`src/rtl/pong_pkg.sv`:
```
// Shared definitions for the paddle controller: per-player FSM states and
// the recentre position helper.
package pong_pkg;

  typedef enum logic [1:0] {
    IDLE      = 2'd0,
    MOVE_UP   = 2'd1,
    MOVE_DOWN = 2'd2,
    BLOCKED   = 2'd3
  } paddle_state_e;

  function automatic int center_of(input int lo, input int hi);
    return (lo + hi) / 2;
  endfunction

endpackage

```
`src/rtl/paddle_ctrl_if.sv`:
```
// Control and status bundle of the paddle controller; master is the game
// side driving buttons and timing, slave is the controller.
interface paddle_ctrl_if #(
  parameter int NUM_PLAYERS = 2,
  parameter int POS_W       = 10
);
  logic                         frame_tick;
  logic                         mode;
  logic                         center;
  logic [NUM_PLAYERS-1:0]       btn_up;
  logic [NUM_PLAYERS-1:0]       btn_down;
  logic [NUM_PLAYERS*POS_W-1:0] pos;
  logic [NUM_PLAYERS-1:0]       at_min;
  logic [NUM_PLAYERS-1:0]       at_max;
  logic [NUM_PLAYERS-1:0]       moving;

  modport master (
    output frame_tick, mode, center, btn_up, btn_down,
    input  pos, at_min, at_max, moving
  );

  modport slave (
    input  frame_tick, mode, center, btn_up, btn_down,
    output pos, at_min, at_max, moving
  );
endinterface

```
`src/rtl/btn_debounce.sv`:
```
// Two-flop synchroniser followed by a stability counter; the accepted level
// follows the synchronised input only after DEBOUNCE_CYC unbroken cycles.
module btn_debounce #(
  parameter int DEBOUNCE_CYC = 250000
) (
  input  logic clock,
  input  logic reset,
  input  logic raw,
  output logic level
);
  localparam int CNT_W = $clog2(DEBOUNCE_CYC + 1);
  localparam logic [CNT_W-1:0] CNT_LAST = CNT_W'(DEBOUNCE_CYC - 1);

  logic [1:0]       sync_r;
  logic [CNT_W-1:0] cnt_r;
  logic             level_r;

  // synchronise the raw input and count consecutive disagreeing cycles
  always_ff @(posedge clock or posedge reset) begin
    if (reset) begin
      sync_r  <= 2'b00;
      cnt_r   <= '0;
      level_r <= 1'b0;
    end else begin
      sync_r <= {sync_r[0], raw};
      if (sync_r[1] == level_r) begin
        cnt_r <= '0;
      end else if (cnt_r == CNT_LAST) begin
        cnt_r   <= '0;
        level_r <= sync_r[1];
      end else begin
        cnt_r <= cnt_r + CNT_W'(1);
      end
    end
  end

  assign level = level_r;

endmodule

```
`src/rtl/paddle_ctrl.sv`:
```
// Multi-player paddle controller: debounced buttons drive a per-player FSM
// that moves a clamped position continuously or one step per press.
module paddle_ctrl
  import pong_pkg::*;
#(
  parameter int NUM_PLAYERS  = 2,
  parameter int POS_W        = 10,
  parameter int POS_MIN      = 0,
  parameter int POS_MAX      = 400,
  parameter int STEP         = 4,
  parameter int DEBOUNCE_CYC = 250000
) (
  input  logic          clock,
  input  logic          reset,
  paddle_ctrl_if.slave  bus
);
  localparam int POS_WX = POS_W + 1;
  localparam logic [POS_W-1:0]  CENTER_POS = POS_W'(center_of(POS_MIN, POS_MAX));
  localparam logic [POS_W-1:0]  MIN_V      = POS_W'(POS_MIN);
  localparam logic [POS_W-1:0]  MAX_V      = POS_W'(POS_MAX);
  localparam logic [POS_W:0]    MIN_EXT    = POS_WX'(POS_MIN);
  localparam logic [POS_W:0]    MAX_EXT    = POS_WX'(POS_MAX);
  localparam logic [POS_W:0]    STEP_EXT   = POS_WX'(STEP);

  // one extra bit keeps both directions free of wrap-around before clamping
  function automatic logic [POS_W-1:0] step_toward_min(input logic [POS_W-1:0] p);
    logic [POS_W:0] ext_s;
    ext_s = {1'b0, p};
    if (ext_s < MIN_EXT + STEP_EXT) return MIN_V;
    else                           return POS_W'(ext_s - STEP_EXT);
  endfunction

  function automatic logic [POS_W-1:0] step_toward_max(input logic [POS_W-1:0] p);
    logic [POS_W:0] sum_s;
    sum_s = {1'b0, p} + STEP_EXT;
    if (sum_s > MAX_EXT) return MAX_V;
    else                 return POS_W'(sum_s);
  endfunction

  logic mode_r;
  logic mode_chg_s;

  logic [POS_W-1:0] pos_arr_s    [NUM_PLAYERS];
  logic             at_min_arr_s [NUM_PLAYERS];
  logic             at_max_arr_s [NUM_PLAYERS];
  logic             moving_arr_s [NUM_PLAYERS];

  // mode is applied one cycle late so a change can flush pending presses first
  always_ff @(posedge clock or posedge reset) begin
    if (reset) mode_r <= 1'b0;
    else       mode_r <= bus.mode;
  end

  assign mode_chg_s = (bus.mode != mode_r);

  for (genvar gi = 0; gi < NUM_PLAYERS; gi++) begin : g_player
    logic             up_acc_s, dn_acc_s;
    logic             up_prev_r, dn_prev_r;
    logic             pend_up_r, pend_dn_r, pend_up_next_s, pend_dn_next_s;
    logic             go_up_s, go_dn_s;
    paddle_state_e    state_r, state_next_s;
    logic [POS_W-1:0] pos_r, pos_next_s;
    logic             at_min_r, at_max_r, moving_r;

    btn_debounce #(.DEBOUNCE_CYC(DEBOUNCE_CYC)) u_db_up (
      .clock(clock), .reset(reset), .raw(bus.btn_up[gi]), .level(up_acc_s)
    );
    btn_debounce #(.DEBOUNCE_CYC(DEBOUNCE_CYC)) u_db_dn (
      .clock(clock), .reset(reset), .raw(bus.btn_down[gi]), .level(dn_acc_s)
    );

    // state follows the accepted button combination
    always_comb begin
      case ({up_acc_s, dn_acc_s})
        2'b10:   state_next_s = MOVE_UP;
        2'b01:   state_next_s = MOVE_DOWN;
        2'b11:   state_next_s = BLOCKED;
        default: state_next_s = IDLE;
      endcase
    end

    // movement request and per-direction pending presses for step mode
    always_comb begin
      go_up_s        = 1'b0;
      go_dn_s        = 1'b0;
      pend_up_next_s = pend_up_r;
      pend_dn_next_s = pend_dn_r;
      if (mode_r) begin
        if (bus.frame_tick) begin
          go_up_s        = pend_up_r & ~pend_dn_r;
          go_dn_s        = pend_dn_r & ~pend_up_r;
          pend_up_next_s = up_acc_s & ~up_prev_r;
          pend_dn_next_s = dn_acc_s & ~dn_prev_r;
        end else begin
          pend_up_next_s = pend_up_r | (up_acc_s & ~up_prev_r);
          pend_dn_next_s = pend_dn_r | (dn_acc_s & ~dn_prev_r);
        end
      end else begin
        go_up_s = bus.frame_tick & (state_r == MOVE_UP);
        go_dn_s = bus.frame_tick & (state_r == MOVE_DOWN);
      end
      if (bus.center || mode_chg_s) begin
        pend_up_next_s = 1'b0;
        pend_dn_next_s = 1'b0;
      end else begin
        pend_up_next_s = pend_up_next_s;
        pend_dn_next_s = pend_dn_next_s;
      end
    end

    // recentre wins over any movement in the same cycle
    always_comb begin
      if (bus.center)   pos_next_s = CENTER_POS;
      else if (go_up_s) pos_next_s = step_toward_min(pos_r);
      else if (go_dn_s) pos_next_s = step_toward_max(pos_r);
      else              pos_next_s = pos_r;
    end

    // player FSM with registered position and status flags
    always_ff @(posedge clock or posedge reset) begin
      if (reset) begin
        state_r   <= IDLE;
        pos_r     <= CENTER_POS;
        at_min_r  <= (CENTER_POS == MIN_V);
        at_max_r  <= (CENTER_POS == MAX_V);
        moving_r  <= 1'b0;
        up_prev_r <= 1'b0;
        dn_prev_r <= 1'b0;
        pend_up_r <= 1'b0;
        pend_dn_r <= 1'b0;
      end else begin
        state_r   <= state_next_s;
        pos_r     <= pos_next_s;
        at_min_r  <= (pos_next_s == MIN_V);
        at_max_r  <= (pos_next_s == MAX_V);
        moving_r  <= (state_next_s == MOVE_UP) || (state_next_s == MOVE_DOWN);
        up_prev_r <= up_acc_s;
        dn_prev_r <= dn_acc_s;
        pend_up_r <= pend_up_next_s;
        pend_dn_r <= pend_dn_next_s;
      end
    end

    assign pos_arr_s[gi]    = pos_r;
    assign at_min_arr_s[gi] = at_min_r;
    assign at_max_arr_s[gi] = at_max_r;
    assign moving_arr_s[gi] = moving_r;
  end

  // pack per-player registers onto the bus
  always_comb begin
    bus.pos    = '0;
    bus.at_min = '0;
    bus.at_max = '0;
    bus.moving = '0;
    for (int i = 0; i < NUM_PLAYERS; i++) begin
      bus.pos[i*POS_W +: POS_W] = pos_arr_s[i];
      bus.at_min[i]             = at_min_arr_s[i];
      bus.at_max[i]             = at_max_arr_s[i];
      bus.moving[i]             = moving_arr_s[i];
    end
  end

endmodule
```
`src/flat_wrapper.sv`:
```
// flat-port wrapper written by rule: the top's interface ports become plain ports
module paddle_ctrl_flat import pong_pkg::*;
#(
  parameter int NUM_PLAYERS  = 2,
  parameter int POS_W        = 10,
  parameter int POS_MIN      = 0,
  parameter int POS_MAX      = 400,
  parameter int STEP         = 4,
  parameter int DEBOUNCE_CYC = 250000
)
  (clock, reset, bus_frame_tick, bus_mode, bus_center, bus_btn_up, bus_btn_down, bus_pos, bus_at_min, bus_at_max, bus_moving);
  paddle_ctrl_if #(.NUM_PLAYERS(NUM_PLAYERS), .POS_W(POS_W)) bus_i ();
  input  logic clock;
  input  logic reset;
  input wire logic [$bits(bus_i.frame_tick)-1:0] bus_frame_tick;
  input wire logic [$bits(bus_i.mode)-1:0] bus_mode;
  input wire logic [$bits(bus_i.center)-1:0] bus_center;
  input wire logic [$bits(bus_i.btn_up)-1:0] bus_btn_up;
  input wire logic [$bits(bus_i.btn_down)-1:0] bus_btn_down;
  output wire logic [$bits(bus_i.pos)-1:0] bus_pos;
  output wire logic [$bits(bus_i.at_min)-1:0] bus_at_min;
  output wire logic [$bits(bus_i.at_max)-1:0] bus_at_max;
  output wire logic [$bits(bus_i.moving)-1:0] bus_moving;
  assign bus_i.frame_tick = bus_frame_tick;
  assign bus_i.mode = bus_mode;
  assign bus_i.center = bus_center;
  assign bus_i.btn_up = bus_btn_up;
  assign bus_i.btn_down = bus_btn_down;
  assign bus_pos = bus_i.pos;
  assign bus_at_min = bus_i.at_min;
  assign bus_at_max = bus_i.at_max;
  assign bus_moving = bus_i.moving;
  paddle_ctrl #(.NUM_PLAYERS(NUM_PLAYERS), .POS_W(POS_W), .POS_MIN(POS_MIN), .POS_MAX(POS_MAX), .STEP(STEP), .DEBOUNCE_CYC(DEBOUNCE_CYC)) u_core (.clock(clock), .reset(reset), .bus(bus_i));
endmodule
```
`config.mk`:
```
export PLATFORM = sky130hd
export DESIGN_NAME = paddle_ctrl_flat
export DESIGN_NICKNAME = d
export VERILOG_FILES = /design/src/rtl/pong_pkg.sv /design/src/rtl/paddle_ctrl_if.sv /design/src/rtl/btn_debounce.sv /design/src/rtl/paddle_ctrl.sv /design/src/flat_wrapper.sv
export SDC_FILE = /design/constraint.sdc
export NUM_CORES = 1
export LEC_CHECK = 0
export ABC_AREA = 1
export ABC_CLOCK_PERIOD_IN_PS = 8000
export BUFFER_PORTS_ARGS = -buffer_cell sky130_fd_sc_hd__clkbuf_2
export CORE_MARGIN = 1
export CORE_UTILIZATION = 57
export CTS_CLUSTER_DIAMETER = 60
export CTS_CLUSTER_SIZE = 16
export DETAILED_ROUTE_END_ITERATION = 6
export GPL_TIMING_DRIVEN = 1
export PLACE_DENSITY = 0.75
export SYNTH_ARGS = -nofsm -noshare
export SYNTH_HDL_FRONTEND = slang
export SYNTH_SLANG_ARGS = --single-unit
```
`constraint.sdc`:
```
create_clock -name clock -period 8 [get_ports clock]
set_input_delay 1.6 -clock clock [delete_from_list [all_inputs] [get_ports clock]]
set_output_delay 1.6 -clock clock [all_outputs]
set_load 0.005 [all_outputs]
```
==> metrics.txt <==
Max Cap Violations 0; number of endpoints with negative hold slack in the final report 0; net count after synthesis 908; worst min path class flip-flop to flip-flop; setup tns final 0 ps; warnings from Yosys 0; grt ovf 0; setup slack, reg-to-reg between 5000 and 6000 ps; filler cell count between 900 and 1000; setup slack at placement 4850 ps; Crit Reg-Reg Startpoint u_core.g_player[0].pos_r[3]; category of the most critical setup path flip-flop to output port; cts repair resizes 0; share of synthesized area occupied by flip-flops and latches 0.442; min Tclk post-route just under 3000 ps; vertical die dimension 113 um; unrepaired setup endpoints after global routing false; slowest library cell on the worst path sky130_fd_sc_hd__dfrtp_1; GP Congestion slightly below 0.9; Data arrival, critical path 1290 ps; Reg2Reg Capture Point u_core.g_player[0].at_max_r; number of antenna cells inserted 0; library cell used as clock root buffer sky130_fd_sc_hd__clkbuf_16; DRC marker count from the first detailed-route iteration just under 400; Worst Reg-to-Reg Cells 13; Slew Limit Headroom 0.314; required arrival time at the worst endpoint ~6400 ps; area fraction of the dominant cell type after synthesis 0.420; antenna violations before repair 0; sw power roughly 0.00031 W; number of H-tree levels 4; capturing element type of the critical path output port; Avg Inst Size Synth just under 8 um2; part of the total power dissipated in combinational logic 0.044; slew at the pin with the worst max-slew slack 1030 ps; Setup Fix Bufs, Post-CTS 0; ports placed on the boundary 35; hold buffer count at cts 0; worst hold path depth 0; HPWL reported at the end of detailed placement between 9000 and 10000 um; share of total power in the clock network 0.539; static leakage ~3.8 nW; switching part of the total power 0.204; most used flip-flop cell after synthesis sky130_fd_sc_hd__dfrtp_1; horizontal extent of the die approximately 110 um; synth unique cells 40; pin count of the biggest net entering global routing 85; overall fraction of global-route tracks in use 0.237; violated checks DRC; Setup Skew 9.17 ps; effective utilization at floorplan 0.583; Synth area leaders sky130_fd_sc_hd__dfrtp_1, sky130_fd_sc_hd__nand2_1, sky130_fd_sc_hd__inv_1; Initial DRT Pass Iterations 7; Clock Latency Late Sink between 400 and 500 ps; sink of the worst hold path u_core.g_player[0].u_db_up.sync_r[1]; total of endpoints with negative setup slack in the final report 0; family with the most delay on the worst path flip-flops; synthesized area ~7000 um2; Wirelength per Cell 12.7 um; share of the cycle needed by the critical path after routing 0.361; total clock sinks around 120; nature of the critical path startpoint flip-flop; Core Rows 40; fraction of final layout cells with drive strength greater than 1 0.159; commonest cells in the netlist sky130_fd_sc_hd__nand2_1, sky130_fd_sc_hd__inv_1, sky130_fd_sc_hd__nor2_1; status complete, but fails checks; VDD IR max between 100 and 150 uV; number of max-slew violations in the final report 0; CTS Buf Count 17; # nets final between 900 and 1000; Worst Min Path Start u_core.g_player[0].u_db_up.sync_r[0]; count of unresolved DRC violations after routing 1; Syn-to-layout area delta 12.7%; floorplan core area ~12000 um2; number of global-route vias before repair between 5000 and 6000; clock transition at the registers of the reported paths 50 ps; most instantiated library cell after synthesis sky130_fd_sc_hd__nand2_1; async set or reset register ratio after synthesis 1.00; cell chain of the critical path clkbuf_2; maximum clock frequency 346 MHz; fin worst setup slack between 5000 and 6000 ps; vias ~5600; slowest stage delay, CP 670 ps; global-route wire length before repair approximately 24000 um; Cell Int Power approximately 0.0012 W; Total Wirelength roughly 14000 um; library cell with the largest summed area after synthesis sky130_fd_sc_hd__dfrtp_1; Worst Path Max Fanout 11; power per cell area approximately 200 nW/um2; Max clock buf depth 2; port buffer count 34; number of register bits inferred by synthesis around 120; Mapped Cells 881; die area roughly 13000 um2; via count normalized by instance count about 5.1; CTS tree done; Final ANT Viol Nets 0; Post-synth EDFFs 0; count of buffering cells on the critical path with inverters included 1; sequential cell fraction of total power 0.417
area by class of cell:
class	instances	area, um2	share of cell area
timing repair buffer	35	178	0.0226
multi-input combinational	604	3250	0.413
tap	147	184	0.0234
inverter	138	520	0.0662
sequential	123	3090	0.392
clock buffer	24	482	0.0613
clock inverter	8	165	0.0210
cells in the final DEF (no fill, tap or decap), drive strengths merged:
master	count
nor3	28
mux2	2
nand3	64
nand4	11
o31ai	1
inv	138
or2	3
nand2	182
and3	1
bufinv	5
nand3b	5
o211ai	1
a21oi	44
o21ai	40
nor3b	8
buf	1
a31oi	3
nor2	144
ha	18
clkbuf	58
clkinv	3
xor2	23
nor4	9
o21bai	3
dfrtp	117
xnor2	9
dfstp	6
a211oi	5
cells by family (layout without fill, tap and decap cells):
family	count (synthesis)	after routing	synth area share
multiplexers	2	2	0.00323
AO/OA/AOI/OAI	97	97	0.0742
flip-flops	123	123	0.442
XOR/XNOR	32	32	0.0402
AND/OR/NAND/NOR	455	455	0.316
adder cells (fa/ha/maj)	18	18	0.0323
buffers and inverters	154	205	0.0923
worst max-delay path by stage:
| stage | startpoint | endpoint | slack (ps) | cells after the start |
|---|---|---|---|---|
| 2_1_floorplan | reset | u_core.g_player[0].at_max_r | 3140 | 1 |
| 3_3_place_gp | reset | u_core.g_player[0].pos_r[1] | 4880 | 3 |
| 3_5_place_dp | bus_frame_tick | u_core.g_player[1].at_max_r | 4850 | 13 |
| 4_1_cts | u_core.g_player[0].pos_r[5] | bus_pos[5] | 5090 | 1 |
| 5_1_grt | u_core.g_player[0].pos_r[5] | bus_pos[5] | 5040 | 1 |
| 6_report | u_core.g_player[0].pos_r[5] | bus_pos[5] | 5110 | 1 |
sequential cells by signal, summed over array words and instances, names as in the netlist, 4 cells and up:
register	cells
u_core.g_player.u_db_up.sync_r	4
u_core.g_player.u_db_up.cnt_r	36
u_core.g_player.state_r	4
u_core.g_player.u_db_dn.cnt_r	36
u_core.g_player.u_db_dn.sync_r	4
u_core.g_player.pos_r	20
power groups by stage:
stage / Sequential (W) / Clock [W] / Combinational, W
after global placement: 0.000653 / 0 / 0.0000673
after detailed placement: 0.000654 / 0 / 0.0000678
after CTS: 0.000644 / 0.000845 / 0.0000684
final: 0.000644 / 0.000832 / 0.0000672
after floorplan: 0.000650 / 0 / 0.0000525
after global routing: 0.000645 / 0.000879 / 0.0000781
routing by layer:
layer	GRT usage	routed length (um)	share of wire	up-vias
li1	-	-	-	2866
met1	0.305	6430	0.47	2560
met2	0.399	6670	0.48	103
met3	0.0470	453	0.033	22
met4	0.0898	200	0.015	0
met5	0	0	0	-
metrics by stage:
step / total power [W] / utilization / instances / hold WS (ps) / cell area (um2)
after floorplan: 0.000703 / - / 881 / 331 / 6980
after global placement: 0.000721 / 0.603 / 1047 / 337 / 7220
after detailed placement: 0.000722 / 0.603 / 1047 / 340 / 7220
after CTS: 0.00156 / 0.657 / 1079 / 352 / 7860
after global routing: 0.00160 / 0.657 / 1079 / 364 / 7860
final: 0.00154 / 0.657 / 1079 / 350 / 7860
(Power assumes the default switching activity.)
